[src/rtl/dram_arbiter_if.sv]
// Bundle of requester-side and DRAM-side signals around the DRAM arbiter.
// slave = arbiter view, master = requesters plus DRAM controller view.
interface dram_arbiter_if #(
  parameter int ADDR_W = 27,
  parameter int DATA_W = 32
);
  logic              core_start;
  logic              core_end;
  logic              core_req_valid;
  logic              core_req_rw;
  logic [31:0]       core_req_addr;
  logic [DATA_W-1:0] core_req_wdata;
  logic              core_done;

  logic              io_req_valid;
  logic              io_req_rw;
  logic [31:0]       io_req_addr;
  logic [DATA_W-1:0] io_req_wdata;
  logic              io_done;

  logic [DATA_W-1:0] rdata;
  logic              owner_io;

  logic [ADDR_W-1:0] addr_dram;
  logic [DATA_W-1:0] din_dram;
  logic              rw_dram;
  logic              valid_dram;
  logic [DATA_W-1:0] dout_dram;
  logic              ready_dram;

  modport slave (
    input  core_start, core_end, core_req_valid, core_req_rw, core_req_addr, core_req_wdata,
    input  io_req_valid, io_req_rw, io_req_addr, io_req_wdata,
    input  dout_dram, ready_dram,
    output core_done, io_done, rdata, owner_io,
    output addr_dram, din_dram, rw_dram, valid_dram
  );

  modport master (
    output core_start, core_end, core_req_valid, core_req_rw, core_req_addr, core_req_wdata,
    output io_req_valid, io_req_rw, io_req_addr, io_req_wdata,
    output dout_dram, ready_dram,
    input  core_done, io_done, rdata, owner_io,
    input  addr_dram, din_dram, rw_dram, valid_dram
  );
endinterface

[src/rtl/dram_arbiter.sv]
// Shares one DRAM word port between the core memory stage and the io block,
// one word per grant, with a starvation limit for io while the core runs.
module dram_arbiter #(
  parameter int ADDR_W   = 27,
  parameter int DATA_W   = 32,
  parameter int MAX_WAIT = 4
) (
  input logic          clk,
  input logic          rst,
  dram_arbiter_if.slave bus
);

  typedef enum logic [1:0] {IDLE, ISSUE, RESP} state_e;

  localparam int              WCW      = $clog2(MAX_WAIT + 1);
  localparam logic [WCW-1:0]  WAIT_MAX = WCW'(MAX_WAIT);

  state_e            state_q, state_d;
  logic [WCW-1:0]    wait_q, wait_d;
  logic              owner_io_q, owner_io_d;
  logic              rw_q, rw_d;
  logic [ADDR_W-1:0] addr_q, addr_d;
  logic [DATA_W-1:0] din_q, din_d;
  logic [DATA_W-1:0] rdata_q, rdata_d;
  logic              core_pri;
  logic              grant_io;

  always_ff @(posedge clk or posedge rst) begin
    if (rst) begin
      state_q    <= IDLE;
      wait_q     <= '0;
      owner_io_q <= 1'b0;
      rw_q       <= 1'b0;
      addr_q     <= '0;
      din_q      <= '0;
      rdata_q    <= '0;
    end else begin
      state_q    <= state_d;
      wait_q     <= wait_d;
      owner_io_q <= owner_io_d;
      rw_q       <= rw_d;
      addr_q     <= addr_d;
      din_q      <= din_d;
      rdata_q    <= rdata_d;
    end
  end

  always_comb begin
    state_d    = state_q;
    wait_d     = wait_q;
    owner_io_d = owner_io_q;
    rw_d       = rw_q;
    addr_d     = addr_q;
    din_d      = din_q;
    rdata_d    = rdata_q;
    // Core keeps priority while running, until io has waited MAX_WAIT grants.
    core_pri   = bus.core_start && !bus.core_end && (wait_q != WAIT_MAX);
    grant_io   = bus.io_req_valid && (!bus.core_req_valid || !core_pri);

    case (state_q)
      IDLE: begin
        if (!bus.io_req_valid) begin
          wait_d = '0;
        end
        if (bus.core_req_valid || bus.io_req_valid) begin
          state_d    = ISSUE;
          owner_io_d = grant_io;
          if (grant_io) begin
            wait_d = '0;
            rw_d   = bus.io_req_rw;
            addr_d = bus.io_req_addr[ADDR_W+1:2];
            din_d  = bus.io_req_wdata;
          end else begin
            if (bus.io_req_valid && (wait_q != WAIT_MAX)) begin
              wait_d = wait_q + WCW'(1);
            end
            rw_d   = bus.core_req_rw;
            addr_d = bus.core_req_addr[ADDR_W+1:2];
            din_d  = bus.core_req_wdata;
          end
        end
      end
      ISSUE: begin
        if (bus.ready_dram) begin
          if (!rw_q) begin
            rdata_d = bus.dout_dram;
          end
          state_d = RESP;
        end
      end
      RESP: begin
        state_d = IDLE;
      end
      default: begin
        state_d = IDLE;
      end
    endcase
  end

  assign bus.valid_dram = (state_q == ISSUE);
  assign bus.core_done  = (state_q == RESP) && !owner_io_q;
  assign bus.io_done    = (state_q == RESP) && owner_io_q;
  assign bus.rdata      = rdata_q;
  assign bus.owner_io   = owner_io_q;
  assign bus.addr_dram  = addr_q;
  assign bus.din_dram   = din_q;
  assign bus.rw_dram    = rw_q;

endmodule

[src/flat_wrapper.sv]
// flat-port wrapper written by rule: the top's interface ports become plain ports
module dram_arbiter_flat 
#(
  parameter int ADDR_W   = 27,
  parameter int DATA_W   = 32,
  parameter int MAX_WAIT = 4
)
  (clk, rst, bus_core_start, bus_core_end, bus_core_req_valid, bus_core_req_rw, bus_core_req_addr, bus_core_req_wdata, bus_io_req_valid, bus_io_req_rw, bus_io_req_addr, bus_io_req_wdata, bus_dout_dram, bus_ready_dram, bus_core_done, bus_io_done, bus_rdata, bus_owner_io, bus_addr_dram, bus_din_dram, bus_rw_dram, bus_valid_dram);
  dram_arbiter_if #(.ADDR_W(ADDR_W), .DATA_W(DATA_W)) bus_i ();
  input logic clk;
  input logic rst;
  input wire logic [$bits(bus_i.core_start)-1:0] bus_core_start;
  input wire logic [$bits(bus_i.core_end)-1:0] bus_core_end;
  input wire logic [$bits(bus_i.core_req_valid)-1:0] bus_core_req_valid;
  input wire logic [$bits(bus_i.core_req_rw)-1:0] bus_core_req_rw;
  input wire logic [$bits(bus_i.core_req_addr)-1:0] bus_core_req_addr;
  input wire logic [$bits(bus_i.core_req_wdata)-1:0] bus_core_req_wdata;
  input wire logic [$bits(bus_i.io_req_valid)-1:0] bus_io_req_valid;
  input wire logic [$bits(bus_i.io_req_rw)-1:0] bus_io_req_rw;
  input wire logic [$bits(bus_i.io_req_addr)-1:0] bus_io_req_addr;
  input wire logic [$bits(bus_i.io_req_wdata)-1:0] bus_io_req_wdata;
  input wire logic [$bits(bus_i.dout_dram)-1:0] bus_dout_dram;
  input wire logic [$bits(bus_i.ready_dram)-1:0] bus_ready_dram;
  output wire logic [$bits(bus_i.core_done)-1:0] bus_core_done;
  output wire logic [$bits(bus_i.io_done)-1:0] bus_io_done;
  output wire logic [$bits(bus_i.rdata)-1:0] bus_rdata;
  output wire logic [$bits(bus_i.owner_io)-1:0] bus_owner_io;
  output wire logic [$bits(bus_i.addr_dram)-1:0] bus_addr_dram;
  output wire logic [$bits(bus_i.din_dram)-1:0] bus_din_dram;
  output wire logic [$bits(bus_i.rw_dram)-1:0] bus_rw_dram;
  output wire logic [$bits(bus_i.valid_dram)-1:0] bus_valid_dram;
  assign bus_i.core_start = bus_core_start;
  assign bus_i.core_end = bus_core_end;
  assign bus_i.core_req_valid = bus_core_req_valid;
  assign bus_i.core_req_rw = bus_core_req_rw;
  assign bus_i.core_req_addr = bus_core_req_addr;
  assign bus_i.core_req_wdata = bus_core_req_wdata;
  assign bus_i.io_req_valid = bus_io_req_valid;
  assign bus_i.io_req_rw = bus_io_req_rw;
  assign bus_i.io_req_addr = bus_io_req_addr;
  assign bus_i.io_req_wdata = bus_io_req_wdata;
  assign bus_i.dout_dram = bus_dout_dram;
  assign bus_i.ready_dram = bus_ready_dram;
  assign bus_core_done = bus_i.core_done;
  assign bus_io_done = bus_i.io_done;
  assign bus_rdata = bus_i.rdata;
  assign bus_owner_io = bus_i.owner_io;
  assign bus_addr_dram = bus_i.addr_dram;
  assign bus_din_dram = bus_i.din_dram;
  assign bus_rw_dram = bus_i.rw_dram;
  assign bus_valid_dram = bus_i.valid_dram;
  dram_arbiter #(.ADDR_W(ADDR_W), .DATA_W(DATA_W), .MAX_WAIT(MAX_WAIT)) u_core (.clk(clk), .rst(rst), .bus(bus_i));
endmodule
[config.mk]
export PLATFORM = sky130hd
export DESIGN_NAME = dram_arbiter_flat
export DESIGN_NICKNAME = d
export VERILOG_FILES = /design/src/rtl/dram_arbiter_if.sv /design/src/rtl/dram_arbiter.sv /design/src/flat_wrapper.sv
export SDC_FILE = /design/constraint.sdc
export NUM_CORES = 1
export LEC_CHECK = 0
export CORE_MARGIN = 2
export CORE_UTILIZATION = 35
export DETAILED_ROUTE_END_ITERATION = 8
export GPL_TIMING_DRIVEN = 0
export PLACE_DENSITY = 0.69
export SLEW_MARGIN = 10
export SYNTH_ARGS = -nofsm -noshare
export SYNTH_HDL_FRONTEND = slang
export SYNTH_SLANG_ARGS = --single-unit
[constraint.sdc]
create_clock -name clk -period 9.87 [get_ports clk]
set_input_delay 2.961 -clock clk [delete_from_list [all_inputs] [get_ports clk]]
set_output_delay 2.961 -clock clk [all_outputs]
set_load 0.01 [all_outputs]
==> run_results.csv, run 1 <==
group,metric,value,unit
sta,fin_skew,0.00453,ns
clocking,cts_setup_buffers,0,
synth,syn-cell-area,5790,um^2
layout,diode_count,0,
clocking,htree_num_levels,3,
min_path,hold_class,"reg2reg",
pwr,power-per-cell-area,254,nW/um^2
placement,place_congestion,0.862,
worst_setup_path,crit_path_cell_trace,"nor3b_1, clkdlybuf4s50_1",
layout,finalNetCount,963,
pwr,vdd.ir_drop.worst,0.113,mV
clocking,cts_buffers,9,
placement,placement.io_buffers,253,
synth,syn-num-nets,698,
grt,grt_overflow,0,
synth,synth_top_cells_by_area,"sky130_fd_sc_hd__dfrtp_1 (42%), sky130_fd_sc_hd__a31oi_2 (13%), sky130_fd_sc_hd__o211ai_1 (7.9%)",
placement,hpwlAfterDp,14.1,mm
die,fp.dieH,133,um
die,rows,47,
worst_setup_path,crit_path_start_kind,"flip-flop",
worst_setup_path,crit_fanout,7,
routing,wl_per_cell,18.8,um
routing,vias,5510,
grt,antenna_found_initial,0,
layout,commonest_non_fill_non_tap_cells_in_the_layout,"sky130_fd_sc_hd__clkdlybuf4s50_1 (253), sky130_fd_sc_hd__dfrtp_1 (98), sky130_fd_sc_hd__nor2b_1 (61), sky130_fd_sc_hd__o211ai_1 (61)",
clocking,clock_tree.root_cell,"sky130_fd_sc_hd__clkbuf_16",
synth,ys_ff_latch,98,
routing,drtPass1Iterations,7,
sta,setup_slack,5.29,ns
placement,dp_slack,5.08,ns
sta,final_period_minus_worst_setup_slack,4.58,ns
worst_setup_path,timing.critical_path.to_type,"output port",
routing,postRouteAntennaNets,0,
synth,netlist.area_leader.share,0.423,
die,die_area,17600,um^2
synth,yosysTopAreaCell,"sky130_fd_sc_hd__dfrtp_1",
synth,synth_enable_flop_cells,0,
synth,ys_seq_area_frac,0.423,
sta,timing.final.setup_violations,0,
synth,synth_warnings,0,
sta,maxSlewViolCount,0,
clocking,clock_tree_from_tritoncts,"yes",
sta,timing_hold_violations_final,0,
synth,synthFlopType,"sky130_fd_sc_hd__dfrtp_1",
routing,initialDrtViolationCount,289,
routing,routed_wl,19.1,mm
layout,drive_gt1_frac,0.162,
worst_setup_path,critPathKind,"reg2out",
clocking,clk_pin_slew,0.07,ns
worst_setup_path,cpMaxStageDelayCell,"sky130_fd_sc_hd__clkdlybuf4s50_1",
sta,max_freq,0.218,GHz
worst_setup_path,crit_arrival,1.62,ns
synth,post_synth_num_cell_types,33,
synth,postSynthAreaPerCell,11.0,um^2
clocking,clk_latency,0.35,ns
layout,layout.cells.most_common,"sky130_fd_sc_hd__clkdlybuf4s50_1",
layout,synthToLayoutAreaGrowth,53.9,%
pwr,leakage,3.22,nW
sta,slew-limit-headroom,0.568,
worst_setup_path,slowest_delay,0.60,ns
pwr,design_power_total,2.27,mW
sta,pin_slew_with_the_least_headroom_to_its_limit,0.648,ns
routing,detail_route.drc_violations,0,
synth,synth_async_sr_flop_share,1.00,
sta,period_share,0.464,
grt,gr-usage-all-layers,0.218,
synth,postSynthCellCount,527,
die,io_pins,265,
grt,first_pass_grt_wire_length,30.6,mm
outcome,run_status,"complete, no violations",
clocking,cts.hold.buffers_added,0,
layout,layout.filler_cells,1431,
die,die_w,133,um
die,initial_utilization,0.353,
clocking,cts.repair.resized,0,
sta,final.setup.tns,0,ns
clocking,tritoncts_num_sinks,98,
sta,grt_setup_unrepaired,"false",
grt,grt_max_degree,51,
worst_setup_path,critPathRequiredTime,6.91,ns
routing,vias_per_cell,5.42,
flow_run,max_cap_viol_count,0,
die,core_area,16400,um^2
clocking,max-clock-path-buffers,2,
grt,grt_pass1_vias,5701,
[metrics by stage]
step	util	instances	cell area (um^2)	hold WS, ns
global route	0.543	1017	8920	0.509
detailed placement	0.526	1001	8630	0.474
finish	0.543	1017	8920	0.487
CTS	0.543	1017	8920	0.490
global placement	0.524	1000	8600	0.476
floorplan	-	527	5790	0.464
[cell families (layout without fill, tap and decap cells)]
group,Yosys count,after routing,share of synthesized area
compound gates,247,247,0.332
fa+ha+maj,2,2,0.00432
buf+inv,70,340,0.0732
flops,98,98,0.423
mux,33,33,0.0834
simple gates,77,77,0.0840
[power by group]
part	total [mW]	switching [mW]	internal, mW	leakage, nW
logic	1.20	0.497	0.698	1.96
clock network	0.346	0.170	0.176	0.136
registers	0.727	0.127	0.600	1.13
total	2.27	0.795	1.47	3.22
[synth_stat cells, types with 5 or more instances]
library cell,instances
sky130_fd_sc_hd__dfrtp_1,98
sky130_fd_sc_hd__buf_6,6
sky130_fd_sc_hd__nor2b_1,61
sky130_fd_sc_hd__inv_1,5
sky130_fd_sc_hd__o211ai_1,61
sky130_fd_sc_hd__a31oi_1,60
sky130_fd_sc_hd__a21oi_1,60
sky130_fd_sc_hd__clkbuf_1,45
sky130_fd_sc_hd__mux2_4,30
sky130_fd_sc_hd__buf_2,6
sky130_fd_sc_hd__buf_12,6
sky130_fd_sc_hd__a31oi_2,60
[layer usage]
metal,vias to the layer above,track usage,wire (um)
li1,2549,-,-
met1,2677,0.287,8250
met2,252,0.355,9100
met3,32,0.0552,1390
met4,0,0.0657,385
met5,-,0,0
[critical path, delay by kind of cell, from the launching register on]
| family | cells | cell delay (ns) |
|---|---|---|
| and+or+nand+nor | 1 | 0.22 |
| buffers and inverters | 1 | 0.60 |
| DFF | 1 | 0.45 |
[flip-flops by register name (all words and copies together) (netlist names)]
signal,count
u_core.bus.din_dram,32
u_core.bus.rdata,32
u_core.bus.addr_dram,27
u_core.bus.rw_dram,1
u_core.bus.owner_io,1
u_core.state_q,2
u_core.wait_q,3
[worst paths after layout]
| path | startpoint | slack (ns) | end | depth (start not counted) |
|---|---|---|---|---|
| min reg2reg | u_core.bus.rdata[29]$_DFFE_PP0P_ | 0.49 | u_core.bus.rdata[29]$_DFFE_PP0P_ | 1 |
| max in group asynchronous | rst | 6.15 | u_core.bus.din_dram[5]$_DFFE_PP0P_ | 3 |
| min | u_core.bus.rdata[29]$_DFFE_PP0P_ | 0.49 | u_core.bus.rdata[29]$_DFFE_PP0P_ | 1 |
| min in group asynchronous | rst | 3.05 | u_core.state_q[0]$_DFFE_PP0P_ | 2 |
| max reg2reg | u_core.wait_q[0]$_DFFE_PP0N_ | 7.91 | u_core.bus.addr_dram[22]$_DFFE_PP0P_ | 7 |
| max | u_core.state_q[1]$_DFFE_PP0P_ | 5.29 | bus_io_done | 2 |
[cell type report]
class / instances / area (um^2) / area share
Sequential cell: 98 / 2450 / 0.275
Inverter: 5 / 21.3 / 0.00239
Multi-Input combinational cell: 359 / 2920 / 0.327
Clock inverter: 7 / 60.1 / 0.00674
Tap cell: 220 / 275 / 0.0309
Clock buffer: 9 / 225 / 0.0253
Timing Repair Buffer: 254 / 2560 / 0.287
Buffer: 65 / 405 / 0.0455
Power figures use the tool's default switching activity.
==> run 2, diff against run 1 <==
==> constraint.sdc (replaced) <==
create_clock -name clk -period 4.6 [get_ports clk]
set_input_delay 1.38 -clock clk [delete_from_list [all_inputs] [get_ports clk]]
set_output_delay 1.38 -clock clk [all_outputs]
set_load 0.01 [all_outputs]
==> results of run 2 <==
Same layout as run 1 (identical final DEF). Status: complete, no violations.
Main changes from that run: setup slack after placement 5.08 ns -> 1.39 ns; setup slack after layout 5.29 ns -> 1.60 ns; register-to-register setup slack 7.91 ns -> 2.64 ns; total power 2.27 mW -> 4.87 mW; worst IR drop on VDD 0.113 mV -> 0.242 mV
==> run 3, diff against run 2 <==
==> constraint.sdc (replaced) <==
create_clock -name clk -period 2.8 [get_ports clk]
set_input_delay 0.84 -clock clk [delete_from_list [all_inputs] [get_ports clk]]
set_output_delay 0.84 -clock clk [all_outputs]
set_load 0.01 [all_outputs]
==> run_results.csv, run 3 (same netlist as run 1, synthesis figures left out) <==
group,metric,value,unit
placement,placement.io_buffers,253,
sta,timing.final.setup_violations,0,
worst_setup_path,critical_path.endpoint,"bus_io_done",
worst_setup_path,timing.critical_path.to_type,"output port",
sta,max_freq,0.404,GHz
worst_setup_path,r2r-start,"u_core.wait_q[0]$_DFFE_PP0N_",
clocking,tritoncts_num_sinks,98,
layout,layoutNonFillerInstCount,1018,
sta,final.hold.worst_slack,0.490,ns
min_path,hold_class,"reg2reg",
sta,grt_setup_unrepaired,"false",
clocking,clk_latency,0.35,ns
worst_setup_path,r2r_end,"u_core.bus.addr_dram[22]$_DFFE_PP0P_",
grt,gr-usage-all-layers,0.219,
grt,first_pass_grt_wire_length,31.0,mm
pwr,vdd.ir_drop.worst,0.357,mV
worst_setup_path,crit_path_start_kind,"flip-flop",
sta,timing_hold_violations_final,0,
sta,period_share,0.885,
clocking,cts_setup_buffers,0,
worst_setup_path,critPathKind,"reg2out",
routing,routed_wl,19.4,mm
grt,antenna_found_initial,0,
sta,setup_slack,0.323,ns
placement,cell_count_after_placement,1002,
worst_setup_path,r2r_setup_slack,0.82,ns
pwr,power-per-cell-area,918,nW/um^2
clocking,cts.repair.resized,0,
grt,grt_max_degree,37,
layout,design_area,8990,um^2
layout,layout.filler_cells,1396,
die,io_pins,265,
layout,finalNetCount,964,
grt,grt_pass1_vias,5739,
routing,wl_per_cell,19.0,um
routing,postRouteAntennaNets,0,
sta,slew-limit-headroom,0.551,
sta,final_period_minus_worst_setup_slack,2.48,ns
pwr,leakage,3.26,nW
layout,diode_count,0,
routing,vias_per_cell,5.33,
placement,place_congestion,0.874,
placement,hpwlAfterDp,14.4,mm
clocking,cts.hold.buffers_added,0,
placement,dpl_cell_area,8640,um^2
clocking,htree_num_levels,3,
routing,vias,5427,
layout,drive_gt1_frac,0.162,
die,fp.dieH,133,um
die,die_w,133,um
layout,commonest_non_fill_non_tap_cells_in_the_layout,"sky130_fd_sc_hd__clkdlybuf4s50_1 (253), sky130_fd_sc_hd__dfrtp_1 (98), sky130_fd_sc_hd__nor2b_1 (61), sky130_fd_sc_hd__o211ai_1 (61)",
sta,pin_slew_with_the_least_headroom_to_its_limit,0.673,ns
worst_setup_path,critPathRequiredTime,1.96,ns
die,rows,47,
flow_run,max_cap_viol_count,0,
die,core_area,16400,um^2
sta,fin_skew,0.00735,ns
clocking,max-clock-path-buffers,2,
die,die_area,17600,um^2
worst_setup_path,crit_arrival,1.64,ns
clocking,clk_pin_slew,0.07,ns
clocking,clock_tree.root_cell,"sky130_fd_sc_hd__clkbuf_16",
outcome,run_status,"complete, no violations",
grt,grt_overflow,0,
layout,synthToLayoutAreaGrowth,55.3,%
placement,dp_slack,0.0989,ns
routing,initialDrtViolationCount,255,
worst_setup_path,reg2reg_depth,7,
routing,drtPass1Iterations,4,
sta,maxSlewViolCount,0,
worst_setup_path,setup.worst_path.start,"u_core.state_q[1]$_DFFE_PP0P_",
clocking,cts_buffers,9,
sta,final.setup.tns,0,ns
routing,detail_route.drc_violations,0,
clocking,clock_tree_from_tritoncts,"yes",
die,initial_utilization,0.353,
layout,layout.cells.most_common,"sky130_fd_sc_hd__clkdlybuf4s50_1",
worst_setup_path,crit_fanout,7,
[run 3: worst min-delay path by stage]
stage / from / endpoint / cells after the start / slack, ns
after floorplan: u_core.wait_q[2]$_DFFE_PP0N_ / u_core.wait_q[2]$_DFFE_PP0N_ / 1 / 0.46
after global placement: u_core.bus.rdata[30]$_DFFE_PP0P_ / u_core.bus.rdata[30]$_DFFE_PP0P_ / 1 / 0.47
after detailed placement: u_core.bus.rdata[29]$_DFFE_PP0P_ / u_core.bus.rdata[29]$_DFFE_PP0P_ / 1 / 0.48
after CTS: u_core.bus.rdata[29]$_DFFE_PP0P_ / u_core.bus.rdata[29]$_DFFE_PP0P_ / 1 / 0.50
after global routing: u_core.bus.rdata[31]$_DFFE_PP0P_ / u_core.bus.rdata[31]$_DFFE_PP0P_ / 1 / 0.52
final: u_core.bus.rdata[29]$_DFFE_PP0P_ / u_core.bus.rdata[29]$_DFFE_PP0P_ / 1 / 0.49
[run 3: through the flow]
stage / power [mW] / utilization
finish: 8.26 / 0.548
global route: 8.69 / 0.548
CTS: 8.32 / 0.548
detailed placement: 6.83 / 0.527
global placement: 6.73 / 0.524
floorplan: 4.72 / -
[run 3: worst max-delay path, stage by stage, from the launching register on]
cell	delay [ns]
sky130_fd_sc_hd__dfrtp_1	0.45
sky130_fd_sc_hd__nor3b_1	0.25
sky130_fd_sc_hd__clkdlybuf4s50_1	0.60
[run 3: report_power, final]
| group | total [mW] | internal (mW) | switching [mW] |
|---|---|---|---|
| clock network | 1.46 | 0.905 | 0.559 |
| logic | 4.24 | 2.46 | 1.78 |
| registers | 2.55 | 2.11 | 0.439 |
| total | 8.26 | 5.48 | 2.78 |
[run 3: per-layer routing]
metal | track usage | part of all wire
met1 | 0.283 | 0.43
met4 | 0.0800 | 0.023
met5 | 0 | 0
met2 | 0.366 | 0.48
met3 | 0.0429 | 0.061
[run 3: layout make-up]
class | count | area [um^2] | share of cell area
multi-input combinational | 359 | 2920 | 0.324
timing repair buffer | 255 | 2570 | 0.286
sequential | 98 | 2450 | 0.273
buffer | 65 | 405 | 0.0451
tap | 220 | 275 | 0.0306
clock buffer | 11 | 243 | 0.0270
clock inverter | 5 | 108 | 0.0120
inverter | 5 | 22.5 | 0.00250
